File: src/rtl/dm_access_unit.sv
// dm_access_unit: load/store initiator for the word-addressed data memory.
// Handles byte/half/word accesses, alignment and range checks, and
// read-modify-write for sub-word stores, since the memory only writes whole words.
module dm_access_unit #(
    parameter int MEM_BYTES = 4096
) (
    input  logic        clk,
    input  logic        reset,
    input  logic        req_valid,
    output logic        req_ready,
    input  logic        req_we,
    input  logic [1:0]  req_size,
    input  logic        req_signed,
    input  logic [31:0] req_addr,
    input  logic [31:0] req_wdata,
    input  logic [31:0] req_pc,
    output logic        resp_valid,
    output logic [31:0] resp_rdata,
    output logic        resp_err,
    output logic [31:0] mem_a,
    output logic [31:0] mem_wd,
    output logic        mem_we,
    output logic [31:0] mem_pc,
    input  logic [31:0] mem_rd
);

    localparam logic [1:0] ST_IDLE  = 2'd0;
    localparam logic [1:0] ST_READ  = 2'd1;
    localparam logic [1:0] ST_WRITE = 2'd2;
    localparam logic [1:0] ST_RESP  = 2'd3;

    localparam logic [1:0] SZ_BYTE = 2'b00;
    localparam logic [1:0] SZ_HALF = 2'b01;
    localparam logic [1:0] SZ_WORD = 2'b10;

    localparam logic [31:0] MEM_LIMIT = 32'(MEM_BYTES);

    logic [1:0]  state_q, state_d;
    logic        we_q, we_d;
    logic [1:0]  size_q, size_d;
    logic        sgn_q, sgn_d;
    logic [1:0]  lane_q, lane_d;
    // Only the low half of the store data is ever merged; word stores
    // go straight from the request into mem_wd at accept.
    logic [15:0] wdata_q, wdata_d;

    logic        resp_valid_q, resp_valid_d;
    logic [31:0] resp_rdata_q, resp_rdata_d;
    logic        resp_err_q, resp_err_d;
    logic [31:0] mem_a_q, mem_a_d;
    logic [31:0] mem_wd_q, mem_wd_d;
    logic        mem_we_q, mem_we_d;
    logic [31:0] mem_pc_q, mem_pc_d;

    logic        req_err;
    logic [31:0] load_ext;
    logic [31:0] merged;

    assign req_ready  = (state_q == ST_IDLE);
    assign resp_valid = resp_valid_q;
    assign resp_rdata = resp_rdata_q;
    assign resp_err   = resp_err_q;
    assign mem_a      = mem_a_q;
    assign mem_wd     = mem_wd_q;
    assign mem_we     = mem_we_q;
    assign mem_pc     = mem_pc_q;

    // Request legality: illegal size, misalignment, or beyond the memory.
    always_comb begin
        req_err = 1'b0;
        if (req_size == 2'b11)                             req_err = 1'b1;
        if (req_size == SZ_HALF && req_addr[0])            req_err = 1'b1;
        if (req_size == SZ_WORD && req_addr[1:0] != 2'b00) req_err = 1'b1;
        if (req_addr >= MEM_LIMIT)                         req_err = 1'b1;
    end

    // Pick the addressed lane out of the read word and extend it.
    always_comb begin
        load_ext = mem_rd;
        case (size_q)
            SZ_BYTE: begin
                logic [7:0] b;
                case (lane_q)
                    2'd0:    b = mem_rd[7:0];
                    2'd1:    b = mem_rd[15:8];
                    2'd2:    b = mem_rd[23:16];
                    default: b = mem_rd[31:24];
                endcase
                load_ext = {{24{sgn_q & b[7]}}, b};
            end
            SZ_HALF: begin
                logic [15:0] h;
                h = lane_q[1] ? mem_rd[31:16] : mem_rd[15:0];
                load_ext = {{16{sgn_q & h[15]}}, h};
            end
            default: load_ext = mem_rd;
        endcase
    end

    // Replace only the addressed lane(s) of the old word for sub-word stores.
    always_comb begin
        merged = mem_rd;
        if (size_q == SZ_BYTE) begin
            case (lane_q)
                2'd0:    merged[7:0]   = wdata_q[7:0];
                2'd1:    merged[15:8]  = wdata_q[7:0];
                2'd2:    merged[23:16] = wdata_q[7:0];
                default: merged[31:24] = wdata_q[7:0];
            endcase
        end else if (lane_q[1]) begin
            merged[31:16] = wdata_q;
        end else begin
            merged[15:0] = wdata_q;
        end
    end

    // Next-state and output-register logic for the access FSM.
    always_comb begin
        state_d      = state_q;
        we_d         = we_q;
        size_d       = size_q;
        sgn_d        = sgn_q;
        lane_d       = lane_q;
        wdata_d      = wdata_q;
        resp_valid_d = 1'b0;
        resp_rdata_d = resp_rdata_q;
        resp_err_d   = resp_err_q;
        mem_a_d      = mem_a_q;
        mem_wd_d     = mem_wd_q;
        mem_we_d     = 1'b0;
        mem_pc_d     = mem_pc_q;
        case (state_q)
            ST_IDLE: begin
                if (req_valid) begin
                    we_d    = req_we;
                    size_d  = req_size;
                    sgn_d   = req_signed;
                    lane_d  = req_addr[1:0];
                    wdata_d = req_wdata[15:0];
                    if (req_err) begin
                        // Faulting requests never touch the memory port.
                        state_d      = ST_RESP;
                        resp_valid_d = 1'b1;
                        resp_err_d   = 1'b1;
                        resp_rdata_d = 32'd0;
                    end else begin
                        mem_a_d  = {req_addr[31:2], 2'b00};
                        mem_pc_d = req_pc;
                        if (req_we && req_size == SZ_WORD) begin
                            state_d  = ST_WRITE;
                            mem_wd_d = req_wdata;
                            mem_we_d = 1'b1;
                        end else begin
                            state_d = ST_READ;
                        end
                    end
                end
            end
            ST_READ: begin
                if (we_q) begin
                    state_d  = ST_WRITE;
                    mem_wd_d = merged;
                    mem_we_d = 1'b1;
                end else begin
                    state_d      = ST_RESP;
                    resp_valid_d = 1'b1;
                    resp_err_d   = 1'b0;
                    resp_rdata_d = load_ext;
                end
            end
            ST_WRITE: begin
                state_d      = ST_RESP;
                resp_valid_d = 1'b1;
                resp_err_d   = 1'b0;
                resp_rdata_d = 32'd0;
            end
            default: begin
                state_d = ST_IDLE;
            end
        endcase
    end

    // State and registered outputs; reset aborts any access in flight.
    always_ff @(posedge clk or negedge reset) begin
        if (!reset) begin
            state_q      <= ST_IDLE;
            we_q         <= 1'b0;
            size_q       <= 2'b00;
            sgn_q        <= 1'b0;
            lane_q       <= 2'b00;
            wdata_q      <= 16'd0;
            resp_valid_q <= 1'b0;
            resp_rdata_q <= 32'd0;
            resp_err_q   <= 1'b0;
            mem_a_q      <= 32'd0;
            mem_wd_q     <= 32'd0;
            mem_we_q     <= 1'b0;
            mem_pc_q     <= 32'd0;
        end else begin
            state_q      <= state_d;
            we_q         <= we_d;
            size_q       <= size_d;
            sgn_q        <= sgn_d;
            lane_q       <= lane_d;
            wdata_q      <= wdata_d;
            resp_valid_q <= resp_valid_d;
            resp_rdata_q <= resp_rdata_d;
            resp_err_q   <= resp_err_d;
            mem_a_q      <= mem_a_d;
            mem_wd_q     <= mem_wd_d;
            mem_we_q     <= mem_we_d;
            mem_pc_q     <= mem_pc_d;
        end
    end

endmodule

File: config.mk
export PLATFORM = sky130hd
export DESIGN_NAME = dm_access_unit
export DESIGN_NICKNAME = d
export VERILOG_FILES = /design/src/rtl/dm_access_unit.sv
export SDC_FILE = /design/constraint.sdc
export NUM_CORES = 1
export LEC_CHECK = 0
export ABC_AREA = 1
export CAP_MARGIN = 25
export CORE_MARGIN = 5
export CORE_UTILIZATION = 45
export CTS_BUF_LIST = sky130_fd_sc_hd__clkbuf_16
export CTS_CLUSTER_DIAMETER = 100
export DETAILED_ROUTE_END_ITERATION = 6
export PLACE_DENSITY = 0.87
export SYNTH_ARGS = -nofsm -noshare
export SYNTH_HDL_FRONTEND = slang
export SYNTH_SLANG_ARGS = --single-unit
File: constraint.sdc
create_clock -name clk -period 2 [get_ports clk]
set_input_delay 0.6 -clock clk [delete_from_list [all_inputs] [get_ports clk]]
set_output_delay 0.6 -clock clk [all_outputs]
set_load 0.01 [all_outputs]
# After elaboration in Yosys (flattened, before gate mapping)
# Index checks and enable logic that the tools add are counted.
# op_classes
order_cmp,1
n_eq_ne,14
n_mux,42
n_bitwise,3
reduce_logical,14
# op_table
operator,n
two-way mux 32 bit,8
one-hot mux 32 bit (2 select lines),2
one-hot mux 32 bit (3 select lines),1
two-way mux 16 bit,3
two-way mux 8 bit,5
greater-or-equal comparator 32 x 13 -> 1 bit (second input constant),1
one-hot mux 8 bit (3 select lines),1
two-way mux 1 bit,15
== test 2 x 1 -> 1 bit (second input constant),4
== test 2 bit (second input constant),4
!= test 2 bit (second input constant),4
zero test 2 bit,3
two-way mux 2 bit,3
one-hot mux 1 bit (3 select lines),2
one-hot mux 2 bit (3 select lines),1
AND reduction 5 bit,1
!= test 2 x 1 -> 1 bit (second input constant),2
AND reduction 4 bit,1
nonzero test 2 bit,2
logical AND 1 bit,3
AND reduction 3 bit,1
nonzero test 3 bit,1
OR reduction 3 bit,1
bitwise AND 1 bit,2
other kinds (3),3
# totals
register_bits,153
in_bits,135
out_inout_bits,132
elab_cells,87

# Depth between registers and ports, before layout
# logic_depth
depth_word,8
depth_mapped,11
depth_no_buf,10

# Least setup slack after synthesis
# No wires, ideal clock.
# synth_timing
path_kind,register -> register
start,reg state_q[0]
end,reg resp_rdata_q[20] (netlist: resp_rdata[20])
arrival_ns,1.667
required_ns,1.877
setup_slack_ns,0.210
path_stages_with_launch,10
path_buffers,2
path_cell_list,dfrtp_1 > inv_1 > ha_1 > buf_4 > inv_2 > nor2_1 > nor3b_2 > nand3_2 > buf_2 > o21ai_2
# synth_between
elab_chain_cells,3
word_cells_on_any_way,9
cone_classes,eq/ne: 5; mux: 1; reduce/logical: 3
# synth_lines
item,line_no,text
from (decl),38,"logic [1:0] state_q, state_d;"
from (signal assigned),200,state_q <= state_d;
zero test 2 bit (*),-,
named net req_ready,10,"output logic req_ready,"
!= test 2 x 1 -> 1 bit (no line) (tied with other cells),-,
AND reduction 4 bit (no line),-,
to (signal assigned),207,resp_rdata_q <= resp_rdata_d;
to (decl),48,"logic [31:0] resp_rdata_q, resp_rdata_d;"
# The timed path passes the listed nets; every way through them passes the cells marked *.
# A chain may end at the register's enable or synchronous reset.

# Final worst setup path
# layout_timing
start,reg mem_a_q[29] (netlist: mem_a[29])
end,out mem_a[29]
# layout_rtl
item,line_no,text
from (decl),50,"logic [31:0] mem_a_q, mem_a_d;"
from (signal assigned),209,mem_a_q <= mem_a_d;
to (decl),20,"output logic [31:0] mem_a,"
# No word-level cell between the ends.

==> impl_metrics.py <==
metrics = {
    "worst_setup_path": {
        "r2r-end": "mem_wd[12]",
        "r2r_slack_ns": 0.08,
        "slowest_stage": "clkdlybuf4s50_1",
        "crit_path_end": "mem_a[29]",
        "critical-path-max-stage-delay_ns": 0.58,
        "path_depth": 1,
        "required_ns": 1.40,
        "cp-end-kind": "output port",
        "cpLargestDelayFamily": "buffers and inverters",
        "startpoint": "mem_a[29]",
        "path_buf_inv": 1,
        "worstPathCellList": "clkdlybuf4s50_1",
        "worstRegToRegCells": 11,
        "worst-setup-path-type": "flop to output port",
        "critPathArrivalTime_ns": 1.35,
        "r2r-start": "state_q[1]",
        "crit_fanout": 2,
        "critPathLaunchType": "flop",
    },
    "pwr": {
        "sw_frac_of_total_pct": 42.20,
        "p_seq_share_pct": 28.0,
        "p_leak_nw": 6.064,
        "p_clk_share_pct": 18.2,
        "power_frac_comb_pct": 53.8,
        "p_per_area_nw_per_um2": 1393,
        "p_sw_mw": 7.118,
        "vdd_ir_drop_max_uv": 911.8,
        "intPower_mw": 9.749,
    },
    "timing": {
        "max_freq_ghz": 0.5126,
        "slew_viol_final": 0,
        "finalSetupViolCount": 0,
        "slew_headroom_pct": 56.99,
        "hold_viol_final": 0,
        "tightest_slew_ns": 0.6445,
        "hold_ws_ns": 0.05599,
        "clock_skew_ns": 0.007738,
        "post-route-period-util_pct": 97.55,
        "layout_min_cycle_time_ns": 1.951,
    },
    "drt": {
        "drt_wl_total_um": 27710,
        "viasPerCell": 5.208,
        "drc": 0,
        "wl_per_cell_um": 17.06,
        "drt.antenna.violating_nets": 0,
        "num_vias": 8458,
        "drtIter0Drc": 856,
        "drt_first_pass_iters": 5,
    },
    "grt": {
        "grt_overflow": 0,
        "grt_usage_pct": 25.32,
        "grt_pass1_wl_um": 41640,
        "grt_max_degree": 63,
        "antenna_found_initial": 0,
        "grt_pass1_vias": 7915,
    },
    "synth": {
        "syn_area_um2": 8150,
        "synth.most_common_cell": "nand2_1",
        "yosys-top-cells-area": "dfrtp_1 47%, nand2_1 22%, nand3_1 6.9%",
        "synth_seq_cells": 153,
        "synth_area_per_cell_um2": 7.423,
        "yosys_warnings": 0,
        "synth_top_area_share_pct": 46.98,
        "synth_commonest_cells": "478 x nand2_1, 153 x dfrtp_1, 112 x nand3_1",
        "syn_inst": 1098,
        "synth_ff_type": "dfrtp_1",
        "ys_seq_area_share_pct": 46.98,
        "synth_cell_types": 34,
        "async_reset_ff_share_pct": 100.0,
        "synth_edf_count": 0,
        "yosysTopAreaCell": "dfrtp_1",
    },
    "layout": {
        "final_area_um2": 12110,
        "antenna_cells": 0,
        "drive_above_1_share_pct": 11.47,
        "nets": 1522,
        "syn2layout_area_growth_pct": 48.53,
    },
    "clocking": {
        "path_clk_slew_ns": 0.06,
        "clk_latency_ns": 0.42,
        "cts-root-buf": "clkbuf_16",
        "cts_made_buffers": 17,
        "cts_buffer_depth": 2,
        "cts.sinks": 153,
        "cts-htree-levels": 4,
        "hold_buffers": 0,
        "cts_tree": "done",
    },
    "place": {
        "dp_hpwl_um": 20360,
        "io_buffer_count": 264,
        "gp_congestion": 0.9423,
        "place_area_um2": 11280,
    },
    "floorplanning": {
        "io_pins": 267,
        "fp.dieW_um": 144.6,
        "initial_core_util_pct": 45.53,
        "design.core.area_um2": 17900,
        "dieArea_um2": 20900,
        "rows": 49,
        "fp.dieH_um": 144.6,
    },
    "min_path": {
        "hold_path_class": "input pin to asynchronous set/reset pin",
    },
    "outcome": {
        "run_status": "complete, no violations",
    },
    "flow_run": {
        "maxCapViolCount": 0,
    },
}
[final cells by class]
cell class              count  area (µm²)
inverters                  75       286.5
clock buffers              17       425.4
flip-flops and latches    153        3829
well taps                 229       286.5
fillers                  1475        5797
repair buffers            328        3385
multi-input cells         807        3765
clock inverters            15       128.9
[metrics by stage]
stage | cells | setup TNS (ns) | util [%] | setup slack (ns) | total power, mW
2_1_floorplan | 1099 | 0 | - | 0.2097 | 9.434
3_3_place_gp | 1581 | -35.92 | 63.03 | -0.2953 | 12.65
3_5_place_dp | 1581 | -34.70 | 63.03 | -0.3464 | 12.81
4_1_cts | 1613 | 0 | 66.10 | 0.01108 | 15.88
5_1_grt | 1624 | -0.02611 | 67.62 | -0.01826 | 17.96
6_report | 1624 | 0 | 67.62 | 0.04908 | 16.87
[kinds of logic after synthesis]
| group | after synthesis | synth area share [%] |
|---|---|---|
| AOI/OAI and AO/OA | 130 | 8.812 |
| DFF | 153 | 46.98 |
| adders and majority gates | 5 | 0.7676 |
| muxes | 2 | 0.2763 |
| and+or+nand+nor | 668 | 35.58 |
| buffers and inverters | 139 | 7.537 |
| other | 1 | 0.04601 |
[layer usage]
metal	GRT usage (%)	vias up	part of all wire [%]
li1	-	4034	-
met1	35.74	3918	41
met2	38.55	446	46
met3	4.530	60	8.8
met4	10.65	0	3.4
met5	0	-	0
[layout by cell type (no fill, tap or decap), drive strengths merged]
| cell type | Yosys | routed |
|---|---|---|
| o21ai | 100 | 100 |
| buf | 39 | 60 |
| bufinv | 0 | 1 |
| a211oi | 1 | 1 |
| clkinvlp | 0 | 2 |
| clkdlybuf4s15 | 0 | 1 |
| nor3b | 1 | 1 |
| conb | 1 | 2 |
| mux2 | 2 | 2 |
| or2 | 14 | 14 |
| clkinv | 2 | 6 |
| clkbuf | 25 | 22 |
| inv | 73 | 81 |
| ha | 5 | 5 |
| nand3 | 117 | 117 |
| dlygate4sd2 | 0 | 3 |
| clkdlybuf4s50 | 0 | 254 |
| nor2 | 36 | 36 |
| o21a | 1 | 1 |
| nor3 | 8 | 8 |
| dlymetal6s2s | 0 | 5 |
| nand2 | 492 | 492 |
| o211ai | 8 | 8 |
| a21oi | 20 | 20 |
| dfrtp | 153 | 153 |
[power groups by stage]
stage                     registers, mW  logic [mW]  clock network [mW]
after floorplan                    4.82        4.62                   0
after global placement             4.74        7.90                   0
after detailed placement           4.74        8.08                   0
after CTS                          4.70        8.09                3.09
after global routing               4.82        9.90                3.24
final                              4.73        9.08                3.06
[what timing repair did]
item | 4_1_cts | 5_1_grt
pin swaps | 0 | 15
setup buffers | 0 | 3
cloned | 0 | 8
gates resized for setup | 4 | 27
setup endpoints to repair | 4 | 36
[worst min-delay path by stage]
stage	endpoint	cells after the start	slack (ns)
after detailed placement	mem_a[17]	2	0.45
after global placement	mem_a[17]	2	0.45
final	mem_wd[2]	1	0.06
after CTS	resp_rdata[9]	1	0.06
after global routing	mem_wd[2]	1	0.06
after floorplan	lane_q[0]	0	0.30
[flip-flops by register name, indices dropped and copies added (netlist names)]
register / count
mem_pc: 32
resp_valid: 1
sgn_q: 1
resp_rdata: 32
state_q: 2
mem_a: 30
mem_we: 1
we_q: 1
resp_err: 1
wdata_q: 16
size_q: 2
lane_q: 2
mem_wd: 32
Note: power is estimated with default switching activity, not from simulation.
